===== src/rtl/cmp_tally.sv =====
// rtl/cmp_tally.sv - windowed tally of comparator codes with majority report
// Counts gt/eq/lt/illegal codes over WIN accepted samples, then pulses done with the majority.

module cmp_tally #(
   parameter int WIN   = 16,
   parameter int CNT_W = 5
) (
   input  logic             clk,
   input  logic             rst_n,
   input  logic             start,
   input  logic [1:0]       code,
   input  logic             code_valid,
   output logic             code_ready,
   output logic             busy,
   output logic [CNT_W-1:0] gt_cnt,
   output logic [CNT_W-1:0] eq_cnt,
   output logic [CNT_W-1:0] lt_cnt,
   output logic [CNT_W-1:0] err_cnt,
   output logic [1:0]       majority,
   output logic             done
);

   typedef enum logic [1:0] {
      S_IDLE   = 2'd0,
      S_COUNT  = 2'd1,
      S_REPORT = 2'd2
   } state_t;

   localparam logic [1:0]       CODE_LT = 2'b00;
   localparam logic [1:0]       CODE_GT = 2'b01;
   localparam logic [1:0]       CODE_EQ = 2'b10;
   localparam logic [CNT_W-1:0] ZERO    = '0;
   localparam logic [CNT_W-1:0] ONE     = {{(CNT_W-1){1'b0}}, 1'b1};
   localparam logic [CNT_W-1:0] LAST    = CNT_W'(WIN - 1);

   state_t           state_q, state_d;
   logic [CNT_W-1:0] gt_q, gt_d, eq_q, eq_d, lt_q, lt_d, err_q, err_d;
   logic [CNT_W-1:0] n_q, n_d;
   logic [1:0]       maj_q, maj_d;
   logic             ready_q, ready_d, busy_q, busy_d, done_q, done_d;

   // Ties resolve eq > gt > lt; an all-zero window therefore reports eq.
   function automatic logic [1:0] pick_majority(input logic [CNT_W-1:0] g,
                                                input logic [CNT_W-1:0] e,
                                                input logic [CNT_W-1:0] l);
      if (e >= g && e >= l)
         return CODE_EQ;
      else if (g >= l)
         return CODE_GT;
      else
         return CODE_LT;
   endfunction

   always_comb begin
      state_d = state_q;
      gt_d    = gt_q;
      eq_d    = eq_q;
      lt_d    = lt_q;
      err_d   = err_q;
      n_d     = n_q;
      maj_d   = maj_q;
      ready_d = 1'b0;
      busy_d  = 1'b0;
      done_d  = 1'b0;
      case (state_q)
         S_IDLE: begin
            if (start) begin
               gt_d    = ZERO;
               eq_d    = ZERO;
               lt_d    = ZERO;
               err_d   = ZERO;
               n_d     = ZERO;
               state_d = S_COUNT;
               ready_d = 1'b1;
               busy_d  = 1'b1;
            end
         end
         S_COUNT: begin
            ready_d = 1'b1;
            busy_d  = 1'b1;
            if (code_valid) begin
               case (code)
                  CODE_GT: gt_d  = gt_q + ONE;
                  CODE_EQ: eq_d  = eq_q + ONE;
                  CODE_LT: lt_d  = lt_q + ONE;
                  default: err_d = err_q + ONE;
               endcase
               n_d = n_q + ONE;
               if (n_q == LAST) begin
                  state_d = S_REPORT;
                  ready_d = 1'b0;
                  done_d  = 1'b1;
                  maj_d   = pick_majority(gt_d, eq_d, lt_d);
               end
            end
         end
         S_REPORT: begin
            state_d = S_IDLE;
         end
         default: begin
            state_d = S_IDLE;
         end
      endcase
   end

   always_ff @(posedge clk) begin
      if (!rst_n) begin
         state_q <= S_IDLE;
         gt_q    <= '0;
         eq_q    <= '0;
         lt_q    <= '0;
         err_q   <= '0;
         n_q     <= '0;
         maj_q   <= CODE_LT;
         ready_q <= 1'b0;
         busy_q  <= 1'b0;
         done_q  <= 1'b0;
      end else begin
         state_q <= state_d;
         gt_q    <= gt_d;
         eq_q    <= eq_d;
         lt_q    <= lt_d;
         err_q   <= err_d;
         n_q     <= n_d;
         maj_q   <= maj_d;
         ready_q <= ready_d;
         busy_q  <= busy_d;
         done_q  <= done_d;
      end
   end

   assign code_ready = ready_q;
   assign busy       = busy_q;
   assign done       = done_q;
   assign gt_cnt     = gt_q;
   assign eq_cnt     = eq_q;
   assign lt_cnt     = lt_q;
   assign err_cnt    = err_q;
   assign majority   = maj_q;

endmodule


===== config.mk =====
export PLATFORM = sky130hd
export DESIGN_NAME = cmp_tally
export DESIGN_NICKNAME = d
export VERILOG_FILES = /design/src/rtl/cmp_tally.sv
export SDC_FILE = /design/constraint.sdc
export NUM_CORES = 1
export LEC_CHECK = 0
export CAP_MARGIN = 20
export CORE_MARGIN = 3
export CORE_UTILIZATION = 25
export DETAILED_ROUTE_END_ITERATION = 6
export GPL_ROUTABILITY_DRIVEN = 0
export HOLD_SLACK_MARGIN = 0.08
export PLACE_DENSITY = 0.46
export SYNTH_ARGS = -nofsm -noshare
export SYNTH_HDL_FRONTEND = slang
export SYNTH_SLANG_ARGS = --single-unit

===== constraint.sdc =====
create_clock -name clk -period 5.8 [get_ports clk]
set_clock_uncertainty 0.15 [all_clocks]
set_input_delay 0.58 -clock clk [delete_from_list [all_inputs] [get_ports clk]]
set_output_delay 0.58 -clock clk [all_outputs]
set_load 0.02 [all_outputs]

======== After elaboration in Yosys (flattened, before gate mapping) ========
Cells that the tools add are included.
operators by class
  add/subtract/negate cells ............... 5
  magnitude comparators ................... 3
  equal/unequal tests ..................... 8
  mux-type cells .......................... 33
  reductions and logical operators ........ 10
operator list
  cell                                                 number
  2-to-1 mux 5 bit                                     16
  case mux 5 bit (2 select lines)                      5
  adder 5 x 1 -> 5 bit, second input constant          5
  >= comparator 5 bit                                  3
  AND reduction 3 bit                                  4
  2-to-1 mux 2 bit                                     4
  inequality test 2 bit, second input constant         4
  equality test 5 x 4 -> 1 bit, second input constant  1
  2-to-1 mux 1 bit                                     5
  equality test 2 x 1 -> 1 bit, second input constant  2
  logical NOT 2 bit                                    2
  case mux 1 bit (2 select lines)                      2
  case mux 2 bit (2 select lines)                      1
  AND reduction 4 bit                                  1
  OR reduction 3 bit                                   1
  equality test 2 bit, second input constant           1
  nonzero test 2 bit                                   1
  logical AND 1 bit                                    1
storage, ports and cells
  register bits after elaboration ......... 32
  input bits .............................. 6
  output and inout bits ................... 25
  logic and storage cells ................. 69

======== Longest topological paths before layout ========
Gate-level depths: netlist of run 1.
  depth in word-level cells ............... 7
  mapped depth ............................ 13
  mapped depth without buffers ............ 11

======== Worst setup path before layout of run 1 ========
Ideal clock, no wire load.
  path type ............................... input port to flip-flop
  from .................................... input port code[0]
  to ...................................... register maj_q[0], in the netlist majority[0]
  setup time .............................. 0.060 ns
  data arrival time ....................... 2.731 ns
  required time ........................... 5.590 ns
  slack ................................... 2.859 ns
  stages .................................. 13
  buffers on the path ..................... 2
  cells stage by stage .................... buf_4 -> and2b_1 -> buf_4 -> xor2_1 -> inv_1 -> ha_1 -> nand2b_1 -> a21oi_1 -> maj3_2 -> maj3_2 -> maj3_2 -> nor2_1 -> a32o_1
between the ends
  word-level cells in the longest chain between the ends .. 7
  elaborated cells between the ends (all ways) .. 18
  those cells by class .................... order compare (3); eq/ne (2); mux (11); reduce/logical (2)
ends and longest elaborated chain
  element                                                       line    source
  start, declared                                               11      input logic [1:0] code,
  equality test 2 x 1 -> 1 bit, or another cell as far along    82      case (code)
  2-to-1 mux 5 bit                                              82
  2-to-1 mux 5 bit                                              81      if (code_valid) begin
  2-to-1 mux 5 bit                                              65      case (state_q)
  >= comparator 5 bit (on tied branches)                        48, 46
  2-to-1 mux 1 bit / logical AND 1 bit (equally long branches)  48, 46
  2-to-1 mux 2 bit *                                            46      if (e >= g && e >= l)
  end signal, assigned                                          125     maj_q <= maj_d;
  end, declared                                                 39      logic [1:0] maj_q, maj_d;
Every way passes the cells marked *; elsewhere a longest branch is shown, timed or not. The select of a mux whose other input is x is not followed.
A chain may end at the register's enable or synchronous reset.

======== Worst setup path in the final report of run 1 ========
Ends and elaborated chain as after synthesis.

==> results of run 1 <==
==> placed cells by master, fill, tap and decap left out, types with 2 or more instances in the layout <==
master	count
inv_1	6
nor2b_1	9
a21o_1	4
a22oi_1	7
clkdlybuf4s50_1	30
nand4_1	9
nand2b_1	5
and3_1	2
a21oi_1	7
ha_1	14
o21ai_0	17
mux2i_1	3
xnor2_1	4
clkbuf_8	5
nand3_1	5
xor2_1	11
nor2_1	13
a2bb2oi_1	2
maj3_2	3
and2_1	13
nand2_1	15
dfxtp_1	32
==> worst max path at each step <==
stage / end / startpoint / slack, ns
2_1_floorplan: majority[0] / code[0] / 2.86
3_3_place_gp: majority[0] / code[0] / 2.15
3_5_place_dp: majority[0] / code[0] / 2.10
4_1_cts: majority[0] / code[0] / 2.40
5_1_grt: majority[0] / code[0] / 2.23
6_report: majority[0] / code[0] / 2.41
==> layer usage <==
| metal | vias to the layer above | track usage [%] | part of all wire, % |
|---|---|---|---|
| li1 | 762 | - | - |
| met1 | 699 | 13.9 | 50 |
| met2 | 31 | 17.0 | 43 |
| met3 | 5 | 4.56 | 5.7 |
| met4 | 0 | 4.15 | 1.6 |
| met5 | - | 0 | 0 |
==> sequential cells by signal, summed over array words and instances (netlist names) <==
register	flops
done	1
eq_cnt	5
lt_cnt	5
majority	2
code_ready	1
n_q	5
state_q	2
busy	1
gt_cnt	5
err_cnt	5
==> layout make-up <==
cell class	instances	area [um^2]
Multi-Input combinational cell	157	1100
Sequential cell	32	641
Tap cell	96	120
Timing Repair Buffer	30	300
Inverter	6	22.5
Clock buffer	5	68.8
Fill cell	775	4610
Clock inverter	3	42.5
==> cells by family after synthesis <==
group	synth area share, %
AOI/OAI and AO/OA	14.0
muxes	2.27
xor gates and xnor gates	9.01
DFF	35.2
and+or+nand+nor	23.8
buffers and inverters	4.19
adders and majority gates	11.5
==> power by group <==
part,internal (W),switching (W)
clock,0.000127,0.0000952
combinational,0.0000187,0.0000252
sequential,0.000222,0.00000231
total,0.000368,0.000123
==> metrics by stage <==
stage                     util [%]  setup slack, ns  cell area, um^2  power [W]
after floorplan                  -             2.86             1820   0.000261
after global placement        31.6             2.15             2190   0.000274
after detailed placement      31.6             2.10             2190   0.000274
after CTS                     33.3             2.40             2300   0.000499
after global routing          33.3             2.23             2300   0.000515
final                         33.3             2.41             2300   0.000491
==> critical path: stages <==
cell	delay, ns
clkdlybuf4s50_1	0.71
and2b_1	0.32
mux2i_1	0.32
inv_1	0.08
ha_1	0.28
a21oi_1	0.06
maj3_2	0.30
maj3_2	0.31
maj3_2	0.30
nor2_1	0.09
a32o_1	0.13
==> impl_metrics.json, run 1 <==
{
  "status": "complete, no violations",
  "final_antenna_net_count": 0,
  "drtIter0Drc": 36,
  "dr_total_vias": 1497,
  "synthCells": 205,
  "syn_area_um2": 1820,
  "r2r_end": "majority[0]",
  "clkLatencyLatePin_ns": 0.30,
  "synthDistinctLibCells": 38,
  "cts_hold_buffers": 0,
  "power-per-cell-area_nw_per_um2": 214,
  "routed_via_density": 4.55,
  "yosysSeqAreaShare_pct": 35.2,
  "route.detailed.drc": 0,
  "cts_tree": "done",
  "rrSetupSlack_ns": 3.08,
  "finalSetupViolations": 0,
  "boundaryPins": 31,
  "slew-limit-headroom_pct": 26.5,
  "antenna_found_initial": 0,
  "maxCapViolations": 0,
  "grt_pass1_vias": 1480,
  "grt_max_degree": 26,
  "synth_top_cell_by_area": "dfxtp_1",
  "synth_seq_cells": 32,
  "gr-total-overflow": 0,
  "r2r_cells": 10,
  "yosys-top-cells-count": "dfxtp_1, o21ai_0, nand2_1, ha_1",
  "rows": 30,
  "fmax_mhz": 295,
  "fin_nets": 252,
  "coreArea_um2": 6910,
  "slew_viol_final": 0,
  "critPathRequiredTime_ns": 5.89,
  "grt_pass1_wl_um": 7270,
  "die_w_um": 91.3,
  "synth_top_area_share_pct": 35.2,
  "stdcell_count": 329,
  "crit_path_end_kind": "flip-flop",
  "clockBufferDepth": 2,
  "timing.hold.ws_ns": 0.339,
  "layout-drive-gt1-share_pct": 7.30,
  "port_buffers": 30,
  "synth_most_common_cell": "dfxtp_1",
  "startpoint_type": "input pin",
  "synth_edf_count": 0,
  "drtPass1Iterations": 4,
  "antennaDiodeCount": 0,
  "fin_tns_setup_ns": 0,
  "syn_nets": 225,
  "ir_drop_mv": 0.0988,
  "die_h_um": 91.3,
  "ys_warn_count": 0,
  "hpwl_um": 2990,
  "worstMarginPinSlew_ns": 1.10,
  "wl_per_cell_um": 12.8,
  "crit-reg2reg-launch": "gt_cnt[0]",
  "p_leak_nw": 0.917,
  "cts.htree.levels": 2,
  "place_inst": 321,
  "cts_buffers": 5,
  "syn_avg_cell_area_um2": 8.87,
  "wirelength_um": 4210,
  "root_buffer": "clkbuf_8",
  "rsz0062_at_grt": "false",
  "clk_pin_slew_ns": 0.07,
  "finalHoldViolations": 0,
  "cts.sinks": 32,
  "dieArea_um2": 8340,
  "synthTopCellsByArea": "dfxtp_1, ha_1, xor2_1, o21ai_0, and2_1",
  "cp.arrival_ns": 3.49,
  "synth_flop_cell": "dfxtp_1",
  "finalCritPeriodShare_pct": 58.5,
  "fin_crit_ns": 3.39,
  "worst_hold_path.endpoint": "n_q[3]",
  "hold_path_class": "reg2reg",
  "hold_start": "n_q[3]",
  "syn_to_final_growth_pct": 26.3,
  "ys_async_sr_fraction_pct": 0,
  "initial_core_util_pct": 26.3,
  "holdPathStages": 2,
  "cts_resized": 0,
  "cts_setup_buffers": 0,
  "critPathKind": "in2reg",
  "cp_max_fo": 9,
  "grt_usage_pct": 11.1
}
Power figures use the tool's default switching activity.
==> run 2, diff against run 1 <==
PLACE_DENSITY = 0.47   (was 0.46)
clock period = 3 ns   (was 5.8 ns; I/O delays follow)
==> run 2 against run 1 <==
  * Count of clock-buffer cells in the layout unchanged
  * Clock power grew 92%
  * Setup slack worse by 2.2 ns
  * Non-clock buffer count up 22
  * Critical path type unchanged
  * Final cell count rose by 6.7%
  * Register-to-register slack got worse by 2.7 ns
  * Largest power group unchanged
  * Via count grew 2.7%
  * First-iteration DRC count increased by 8.3%
  * Largest cell class unchanged
==> impl_metrics.json, run 2 (synthesized netlist as in run 1, its figures left out) <==
{
  "finalHoldViolations": 0,
  "cp_max_fo": 5,
  "antennaDiodeCount": 0,
  "coreArea_um2": 6910,
  "crit_path_end_kind": "flip-flop",
  "top_layer": "met4",
  "most-common-layout-cells": "dfxtp_1, clkdlybuf4s50_1, buf_4",
  "critPathKind": "in2reg",
  "dr_total_vias": 1537,
  "p_leak_nw": 1.02,
  "holdPathStages": 2,
  "grt_max_degree": 21,
  "ir_drop_mv": 0.189,
  "dr_wl_met2_um": 1940,
  "cts.sinks": 32,
  "wirelength_um": 4510,
  "grt_pass1_wl_um": 8180,
  "final_common_cell": "dfxtp_1",
  "final_antenna_net_count": 0,
  "r2r_cells": 10,
  "cp.arrival_ns": 2.91,
  "cts_buffers": 5,
  "clk_pin_slew_ns": 0.07,
  "fin_nets": 274,
  "cts.htree.levels": 2,
  "antenna_found_initial": 0,
  "layout-drive-gt1-share_pct": 15.3,
  "root_buffer": "clkbuf_8",
  "finalCritPeriodShare_pct": 93.9,
  "power_w": 0.000963,
  "comb_power_share_pct": 10.6,
  "pwr-share-seq_pct": 45.1,
  "critPathRequiredTime_ns": 3.09,
  "power-per-cell-area_nw_per_um2": 391,
  "slew-limit-headroom_pct": 57.1,
  "drtIter0Drc": 39,
  "worstMarginPinSlew_ns": 0.644,
  "clkLatencyLatePin_ns": 0.29,
  "boundaryPins": 31,
  "dieArea_um2": 8340,
  "fillers": 740,
  "slew_viol_final": 0,
  "cts_tree": "done",
  "wl_met1_um": 2350,
  "cts_hold_buffers": 0,
  "fin_util_pct": 35.7,
  "wl_met3_um": 175,
  "p_int_w": 0.000724,
  "syn_to_final_growth_pct": 35.4,
  "wl_per_cell_um": 12.8,
  "fin_crit_ns": 2.82,
  "grt_pass1_vias": 1599,
  "hold_path_class": "reg2reg",
  "gr-total-overflow": 0,
  "initial_core_util_pct": 26.3,
  "fmax_mhz": 355,
  "finalSetupViolations": 0,
  "drtPass1Iterations": 4,
  "clockBufferDepth": 2,
  "rsz0062_at_grt": "false",
  "cts_setup_buffers": 0,
  "port_buffers": 30,
  "grt_usage_pct": 12.2,
  "swShare_pct": 24.8,
  "fin_tns_setup_ns": 0,
  "hpwl_um": 3310,
  "maxCapViolations": 0,
  "routed_via_density": 4.38,
  "cts_resized": 0,
  "die_h_um": 91.3,
  "rows": 30,
  "route.detailed.drc": 0,
  "die_w_um": 91.3,
  "clkPwrFrac_pct": 44.4,
  "startpoint_type": "input pin",
  "status": "complete, no violations",
  "power_switching_w": 0.000238
}
run 2: cell types whose count changed in the layout (fill, tap and decap cells not counted), sizes merged:
cell	change
buf	+22
run 2: worst max-delay path, cell delays in order:
cell and delay, ns:
clkdlybuf4s50_1 0.49, and2b_1 0.31, xor2_1 0.20, inv_1 0.06, ha_1 0.27, nand2b_1 0.09
a21oi_1 0.07, maj3_2 0.31, maj3_2 0.31, maj3_2 0.30, nor2_1 0.09, a32o_1 0.12
run 2: final timing paths:
check | from | to | slack [ns]
setup / recovery | code[1] | majority[0] | 0.18
hold / removal | majority[1] | majority[1] | 0.34
setup reg to reg | gt_cnt[1] | majority[0] | 0.39
hold reg to reg | majority[1] | majority[1] | 0.34
run 2: power by group through the flow:
stage          combinational (W)  clock [W]  sequential, W
2_1_floorplan          0.0000581          0       0.000447
3_3_place_gp            0.000103          0       0.000444
3_5_place_dp            0.000102          0       0.000444
4_1_cts                 0.000104   0.000436       0.000434
5_1_grt                 0.000116   0.000462       0.000435
6_report                0.000102   0.000427       0.000434
run 2: layout make-up:
type	instances	area [um^2]	share of cell area [%]
multi-input cells	157	1100	44.8
flip-flops and latches	32	641	26.0
repair buffers	52	465	18.9
well taps	96	120	4.88
clock buffers	5	68.8	2.79
clock inverters	3	42.5	1.73
inverters	6	22.5	0.915
run 2: layer usage:
metal | vias to the layer above | GRT usage, %
li1 | 812 | -
met1 | 695 | 16.8
met2 | 25 | 18.6
met3 | 5 | 3.89
met4 | 0 | 3.02
met5 | - | 0
run 2: stage by stage:
step	cell area, um^2	instances	worst slack [ns]	hold WS, ns
4_1_cts	2460	351	0.157	0.342
3_5_place_dp	2350	343	-0.125	0.331
3_3_place_gp	2350	343	-0.0608	0.325
2_1_floorplan	1820	205	0.339	0.304
6_report	2460	351	0.182	0.336
5_1_grt	2460	351	0.0170	0.381
==> run 3, diff against run 2 <==
ABC_AREA = 1   (was unset)
==> run 3 against run 2 <==
  * Sequential power about the same
  * Final cell count increased by 24%
  * Wire length increased by 9.0%
  * Count of clock-buffer cells in the layout increased by 2
  * Die area increased by 7.3%
==> impl_metrics.json, run 3 <==
{
  "status": "complete, no violations",
  "routed_via_density": 4.32,
  "yosysSeqAreaShare_pct": 32.7,
  "ys_async_sr_fraction_pct": 0,
  "die_w_um": 94.6,
  "cts_tree": "done",
  "cp.arrival_ns": 2.58,
  "clkLatencyLatePin_ns": 0.28,
  "clk_pin_slew_ns": 0.07,
  "slew_viol_final": 0,
  "crit_path_end_kind": "flip-flop",
  "finalSetupViolations": 0,
  "syn_avg_cell_area_um2": 6.56,
  "most-common-layout-cells": "nand2_1, inv_1, dfxtp_1",
  "cp_max_fo": 7,
  "swShare_pct": 27.3,
  "syn_to_final_growth_pct": 27.1,
  "maxCapViolations": 0,
  "fmax_mhz": 386,
  "fin_tns_setup_ns": 0,
  "cts.sinks": 32,
  "die_h_um": 94.6,
  "gr-total-overflow": 0,
  "initial_core_util_pct": 26.3,
  "clockBufferDepth": 2,
  "slew-limit-headroom_pct": 42.0,
  "synth_top_cell_by_area": "dfxtp_1",
  "synthCells": 299,
  "rrSetupSlack_ns": 0.66,
  "pwr-share-seq_pct": 48.3,
  "rows": 31,
  "finalCritPeriodShare_pct": 86.4,
  "setup_ws_ns": 0.409,
  "fin_nets": 356,
  "cts_resized": 0,
  "clkPwrFrac_pct": 39.5,
  "yosys-top-cells-count": "nand2_1, inv_1, dfxtp_1, a21oi_1, nand3_1",
  "cts_setup_buffers": 0,
  "synth_flop_cell": "dfxtp_1",
  "grt_pass1_vias": 1882,
  "dieArea_um2": 8950,
  "startpoint_type": "input pin",
  "ys_warn_count": 0,
  "p_int_w": 0.000656,
  "finalHoldViolations": 0,
  "boundaryPins": 31,
  "synth_most_common_cell": "nand2_1",
  "pre_cts_ws_ns": 0.0746,
  "grt_max_degree": 25,
  "comb_power_share_pct": 12.2,
  "synth_edf_count": 0,
  "root_buffer": "clkbuf_8",
  "power-per-cell-area_nw_per_um2": 362,
  "power_switching_w": 0.000246,
  "drtPass1Iterations": 4,
  "dr_total_vias": 1884,
  "synth_seq_cells": 32,
  "synthTopCellsByArea": "dfxtp_1, nand2_1, ha_1, inv_1, a21oi_1",
  "power_w": 0.000902,
  "syn_area_um2": 1960,
  "final_common_cell": "nand2_1",
  "route.detailed.drc": 0,
  "cts_hold_buffers": 0,
  "layout-drive-gt1-share_pct": 10.4,
  "worstMarginPinSlew_ns": 0.868,
  "coreArea_um2": 7450,
  "cts_buffers": 5,
  "wl_per_cell_um": 11.3,
  "synthDistinctLibCells": 30,
  "drtIter0Drc": 54,
  "critPathRequiredTime_ns": 2.99,
  "cts.htree.levels": 2,
  "fin_crit_ns": 2.59,
  "rsz0062_at_grt": "false",
  "ir_drop_mv": 0.115,
  "hpwl_um": 3770,
  "syn_nets": 319,
  "synth_top_area_share_pct": 32.7,
  "critPathKind": "in2reg",
  "antenna_found_initial": 0,
  "grt_pass1_wl_um": 8620,
  "port_buffers": 30,
  "p_leak_nw": 1.01,
  "antennaDiodeCount": 0,
  "wirelength_um": 4910,
  "final_antenna_net_count": 0,
  "grt_usage_pct": 12.2,
  "hold_path_class": "reg2reg"
}
[run 3: logic make-up (layout without fill, tap and decap cells)]
group	count (synthesis)	in the layout	share of synthesized area, %
AOI/OAI and AO/OA	42	42	12.0
xor gates and xnor gates	2	2	0.893
adders and majority gates	14	14	8.93
buffers and inverters	51	89	9.82
DFF	32	32	32.7
and+or+nand+nor	158	158	35.7
[run 3: layer usage]
metal  wire (um)  global-route usage (%)
met5           0                       0
met4          99                    4.21
met3         221                    2.87
met2        2160                    19.3
met1        2430                    16.3
[run 3: cell type report]
| cell class | count | area, um^2 |
|---|---|---|
| flip-flops and latches | 32 | 641 |
| fillers | 836 | 4950 |
| repair buffers | 34 | 330 |
| well taps | 99 | 124 |
| inverters | 47 | 176 |
| clock inverters | 1 | 7.51 |
| clock buffers | 7 | 86.3 |
| multi-input cells | 216 | 1130 |
[run 3: critical path: stages]
cell and delay (ns):
clkdlybuf4s50_1 0.54, nor2_2 0.33, inv_1 0.11, o21ai_0 0.33, ha_1 0.30, o21ai_0 0.11, nand2_1 0.08, nand3_1 0.07
nand2_1 0.05, nand2_1 0.06, nand2_1 0.05, nand2_1 0.06, nand2_1 0.05, nand3_1 0.09, a21oi_2 0.05
[run 3: power groups by stage]
stage	combinational, W	clock (W)	sequential [W]
floorplan	0.0000660	0	0.000450
global placement	0.000111	0	0.000445
detailed placement	0.000111	0	0.000446
CTS	0.000111	0.000369	0.000436
global route	0.000127	0.000389	0.000437
finish	0.000110	0.000356	0.000436
[run 3: stage by stage]
step	cells	instance area [um^2]	hold WS [ns]	utilization (%)
floorplan	299	1960	0.288	-
global placement	428	2400	0.300	32.2
detailed placement	428	2400	0.307	32.2
CTS	436	2490	0.319	33.5
global route	436	2490	0.352	33.5
finish	436	2490	0.315	33.5
[run 3: final timing paths]
check / startpoint / endpoint / cells past startpoint
setup / recovery: code[1] / majority[0] / 15
hold / removal: n_q[4] / n_q[4] / 2
setup reg to reg: gt_cnt[0] / majority[0] / 16
hold reg to reg: n_q[4] / n_q[4] / 2
==> RTL change 1, RTL diff (config.mk and constraints of run 2) <==
Change the parameter `CNT_W` from 5 to 10.
--- a/src/rtl/cmp_tally.sv
+++ b/src/rtl/cmp_tally.sv
@@ -4,5 +4,5 @@
 module cmp_tally #(
    parameter int WIN   = 16,
-   parameter int CNT_W = 5
+   parameter int CNT_W = 10
 ) (
    input  logic             clk,
Interface: changed (resized eq_cnt, err_cnt, gt_cnt and lt_cnt); port bits go from 31 to 51. The function was not compared with the original's and may differ.
==> RTL change 1 against run 2 <==
  * Global-route usage grew 2.4 points
  * Total power grew 120%
  * Largest cell class unchanged
  * Setup slack worse by 63 ps
  * Cell area increased by 110%
  * Synthesized cell count is 100% higher
  * Synthesized area is 90% higher
  * Combinational power is 60% higher
  * Maximum frequency down 2.2%
  * Sequential cell count grew 25
  * Routed wire length increased by 140%
  * Register-to-register slack got worse by 270 ps
  * First-iteration DRC count grew to 3.5 times the old value
  * Via count grew 120%
  * Die area grew 84%
==> RTL change 1: results (changes against run 2) <==
Timing
  • Worst slew pin tran: 729 ps (+85.5 ps)
  • Fin crit period: 2880 ps (+62.5 ps)
  • WHS: 341 ps (+5.28 ps)

CTS
  • CTS H-tree depth: 3 (+1)
  • CTS Buf Count: 9 (+4)
  • Clock slew at reported path FFs: 50 ps (-20 ps)
  • Clk_lat worst skew: 320 ps (+30 ps)
  • Root Driver: clkbuf_16
  • Maximum buffer depth of the clock tree: 2 (unchanged)

GRT
  • Total Routing Usage GR: 14.7% (+2.4 points)
  • Initial antenna violation count: 0 (unchanged)
  • Vias in the first global route: 3373 (+110%)
  • Largest net degree at the start of global routing: 36 (+71%)
  • First-pass GRT wire length: 17.5 mm (+110%)

Logic synthesis
  • Netlist cell types: 58 (+53%)
  • Seq/Total Area, Yosys: 32.9% (-2.3 points)
  • Mean Syn Cell Area: 8.45 um^2 (-4.8%)
  • Top post-synthesis cells by area: dfxtp_1, ha_1, xor2_1
  • Most instantiated cells after synthesis: dfxtp_1, nand2_1, nor2b_1
  • Syn Nets: 435 (+93%)

Setup path
  • FF-to-FF path depth: 11 (+1)
  • Flop-to-flop setup slack: 120 ps (-270 ps)
  • Worst R2R Start: eq_cnt[0]
  • Arrival @ worst endpoint: 2940 ps (+30 ps)
  • CP Max Fanout: 2 (-3)
  • R2R Path End: majority[1]

Layout
  • Post-route insts no fill: 715 (+100%)
  • Layout cell share with drive strength beyond 1: 25.8% (+10 points)
  • Fillers: 1381 (+87%)
  • Ant diodes: 0 (unchanged)
  • Fin nets: 559 (+100%)

Placed design
  • Placed instance area: 0.00469 mm^2 (+99%)
  • HPWL Detailed: 7.65 mm (+130%)
  • Inst Count DP: 692 (+100%)
  • Pre-CTS WS: -656 ps (-532 ps)
  • PortBufs: 50 (+67%)

Routing
  • Routed wl met3: 427 um (+140%)
  • Wirelength per Cell: 14.9 um (+16%)
  • Iter 0 DRT Violations: 135 (+250%)
  • Routed met2 length: 5.01 mm (+160%)
  • Wl on met1: 5.04 mm (+110%)
  • Initial DRT Pass Iterations: 4 (unchanged)
  • Vias post-DR: 3341 (+120%)

Power
  • Static leakage: 2.05 nW (+100%)
  • Worst IR Drop VDD: 0.288 mV (+52%)

Run status
  • Status: finished clean

Min path
  • Worst Hold Launch: err_cnt[9]
  • Hold endpoint: err_cnt[9]
==> RTL change 1: changes by cell type after synthesis, moves of 9 or more <==
cell / delta
nand2_1: +21
inv_1: +10
nor2_1: +14
dfxtp_1: +25
xnor2_1: +9
nor3_1: +10
a22oi_1: +9
a21oi_1: +9
nor2b_1: +19
nand3_1: +13
xor2_1: +15
==> RTL change 1: where the power goes <==
part           total (mW)  switching (mW)  internal (mW)  leakage, nW
Clock                1.17           0.363          0.811        0.164
Sequential          0.765         0.00443          0.761        0.464
Combinational       0.163          0.0919         0.0714         1.42
==> RTL change 1: how the worst max path moves through the flow <==
| stage | startpoint | to | cells after the start |
|---|---|---|---|
| after detailed placement | code[1] | majority[1] | 12 |
| after global placement | code[1] | majority[1] | 12 |
| after floorplan | code[0] | majority[1] | 12 |
| after CTS | eq_cnt[0] | majority[1] | 11 |
| after global routing | eq_cnt[0] | majority[1] | 11 |
| final | eq_cnt[0] | majority[1] | 11 |
==> RTL change 1: final cells by class <==
| type | count | area (um^2) | area share, % |
|---|---|---|---|
| clock buffers | 11 | 233 | 4.40 |
| clock inverters | 5 | 104 | 1.96 |
| well taps | 176 | 220 | 4.16 |
| repair buffers | 127 | 1080 | 20.5 |
| multi-input cells | 323 | 2430 | 46.0 |
| flip-flops and latches | 57 | 1160 | 21.9 |
| inverters | 16 | 60.1 | 1.14 |
==> RTL change 1: logic make-up after synthesis <==
kind of cell,share of synthesized area [%]
simple gates,27.8
mux,0.578
fa+ha+maj,8.35
xor+xnor,10.7
buf+inv,3.61
flops,32.9
compound gates,16.0
==> RTL change 1: worst max-delay path, stage by stage, from the launching register on <==
cell and delay, ps:
dfxtp_4 360, ha_4 130, nand2_1 80, xnor2_2 150, buf_4 140, ha_1 340
a2111oi_4 370, o41ai_2 120, maj3_2 340, o221ai_4 210, a221oi_2 100, o31a_1 280
==> RTL change 1: stage by stage <==
stage / power [mW] / util, %
2_1_floorplan: 0.868 / -
3_3_place_gp: 0.931 / 35.0
3_5_place_dp: 0.932 / 35.0
4_1_cts: 2.14 / 38.7
5_1_grt: 2.17 / 39.5
6_report: 2.10 / 39.5
==> RTL change 1: per-layer routing <==
metal	global-route usage [%]	vias up
met4	5.05	0
met1	18.8	1552
met3	3.63	12
met2	24.0	63
met5	0	-
li1	-	1714
==> RTL change 1: what timing repair did <==
| action | CTS | global route |
|---|---|---|
| gates cloned | 0 | 0 |
| setup endpoints to repair | 2 | 2 |
| hold endpoints to repair | 0 | 0 |
| pin swaps | 12 | 25 |
| hold buffers | 0 | 0 |
| buffers inserted | 4 | 3 |
| resized for setup | 23 | 18 |
==> RTL change 2, RTL diff (config.mk and constraints of run 2) <==
Made on the original files. Remove the case item `CODE_LT` of the case on `code`.
--- a/src/rtl/cmp_tally.sv
+++ b/src/rtl/cmp_tally.sv
@@ -83,5 +83,4 @@
                   CODE_GT: gt_d  = gt_q + ONE;
                   CODE_EQ: eq_d  = eq_q + ONE;
-                  CODE_LT: lt_d  = lt_q + ONE;
                   default: err_d = err_q + ONE;
                endcase
Check against the original RTL: not equivalent (a bounded check fails within 4 cycles, from zero or initial values and one cycle with rst_n low).
==> RTL change 2 against run 2 <==
  * Routed wire length decreased by 28%
  * Synthesized area decreased by 19%
  * Combinational power decreased by 27%
  * Die area decreased by 18%
  * Cell area decreased by 27%
  * Maximum frequency increased by 16%
  * Setup slack improved by 380 ps
  * Clock power decreased by 46%
  * Total power decreased by 30%
  * Sequential cell count decreased by 5
  * Non-clock buffer count decreased by 26
  * Critical endpoint is now majority[1]
  * Largest cell class unchanged
  * Highest routed layer unchanged
==> RTL change 2: results (changes against run 2) <==
Layout
  • Final Cell Area: 0.00181 mm^2 (-27%)
  • Fillers: 605 (-18%)
  • Layout cell share with drive strength beyond 1: 4.81% (-10 points)
  • Ant diodes: 0 (unchanged)
  • Fin nets: 206 (-25%)

Min path
  • Hold endpoint: majority[0]
  • Worst Hold Launch: majority[0]
  • Min-Delay Path Depth: 2 (unchanged)
  • Worst min path class: reg -> reg

Placed design
  • HPWL Detailed: 2.44 mm (-26%)
  • PortBufs: 25 (-17%)
  • Pre-CTS WS: 265 ps (+390 ps)
  • Inst Count DP: 255 (-26%)

Routing
  • Vias post-DR: 1159 (-25%)
  • Iter 0 DRT Violations: 52 (+33%)
  • Initial DRT Pass Iterations: 6 (+2)
  • Wirelength per Cell: 12.6 um (-2.0%)
  • WL final: 3.26 mm (-28%)

CTS
  • CTS Buf Count: 3 (-2)
  • CTS H-tree depth: 1 (-1)
  • Clock slew at reported path FFs: 100 ps (+30 ps)
  • Clk_lat worst skew: 290 ps (about the same)
  • Maximum buffer depth of the clock tree: 2 (unchanged)
  • Cts repair resizes: 0 (unchanged)
  • Root Driver: clkbuf_8
  • Post-CTS Setup Bufs: 0 (unchanged)

Power
  • Tot Pwr: 672 uW (-30%)
  • Clk power: 229 uW (-46%)
  • Worst IR Drop VDD: 0.177 mV (-6.5%)
  • Sw frac: 26.9% (+2.2 points)
  • Sequential share of power: 54.9% (+9.8 points)
  • Static leakage: 0.698 nW (-32%)

Run status
  • Status: finished clean

Setup path
  • Worst R2R Start: eq_cnt[0]
  • FF-to-FF path depth: 8 (-2)
  • Crit path from: code[0]
  • Top delay family on crit path: compound AO/OA/AOI/OAI gates
  • Worst path slowest cell: clkdlybuf4s50_1
  • R2R Path End: majority[1]
  • CP Max Fanout: 7 (+2)
  • CP max stage delay: 430 ps (-60 ps)
  • Arrival @ worst endpoint: 2470 ps (-440 ps)
  • Crit. End Element: flop
  • Flop-to-flop setup slack: 700 ps (+310 ps)

Logic synthesis
  • Ys flop type: dfxtp_1
  • Gate Count Post-Synth: 166 (-19%)
  • EDFF count, synth: 0 (unchanged)
  • Netlist cell types: 37 (-2.6%)
  • Yosys warnings: 0 (unchanged)
  • Most instantiated cells after synthesis: dfxtp_1, nand2_1, nor2_1
  • Seq/Total Area, Yosys: 36.8% (+1.6 points)
  • Top post-synthesis cells by area: dfxtp_1, ha_1, xnor2_1

Timing
  • WHS: 326 ps (-10.7 ps)
  • Worst slew pin tran: 706 ps (+62.5 ps)
  • Post-route clock period utilization: 81.3% (-13 points)

GRT
  • Largest net degree at the start of global routing: 23 (+9.5%)
  • Total Routing Usage GR: 10.4% (-1.9 points)
  • First-pass GRT wire length: 5.39 mm (-34%)
  • Initial antenna violation count: 0 (unchanged)
  • Vias in the first global route: 1051 (-34%)
==> RTL change 2: cell type report <==
class / count / share of cell area [%]
clock buffers: 3 / 2.28
clock inverters: 1 / 0.484
inverters: 3 / 0.622
multi-input cells: 127 / 47.5
flip-flops and latches: 27 / 29.9
well taps: 72 / 4.98
repair buffers: 26 / 14.2
==> RTL change 2: cells by family (layout without fill, tap and decap cells) <==
group	after synthesis	count (layout)	share of synthesized area (%)
compound gates	28	28	12.2
xor+xnor	13	13	7.75
fa+ha+maj	12	12	10.2
buf+inv	16	33	5.71
flops	27	27	36.8
mux	5	5	3.49
other cells	1	5	0.255
simple gates	64	64	23.6
==> RTL change 2: layer usage <==
layer	vias up	GRT usage, %	share of wire, %
met5	-	0	0
met4	0	4.90	1.9
met3	4	1.95	4.2
met2	28	15.1	42
met1	521	14.6	52
li1	606	-	-
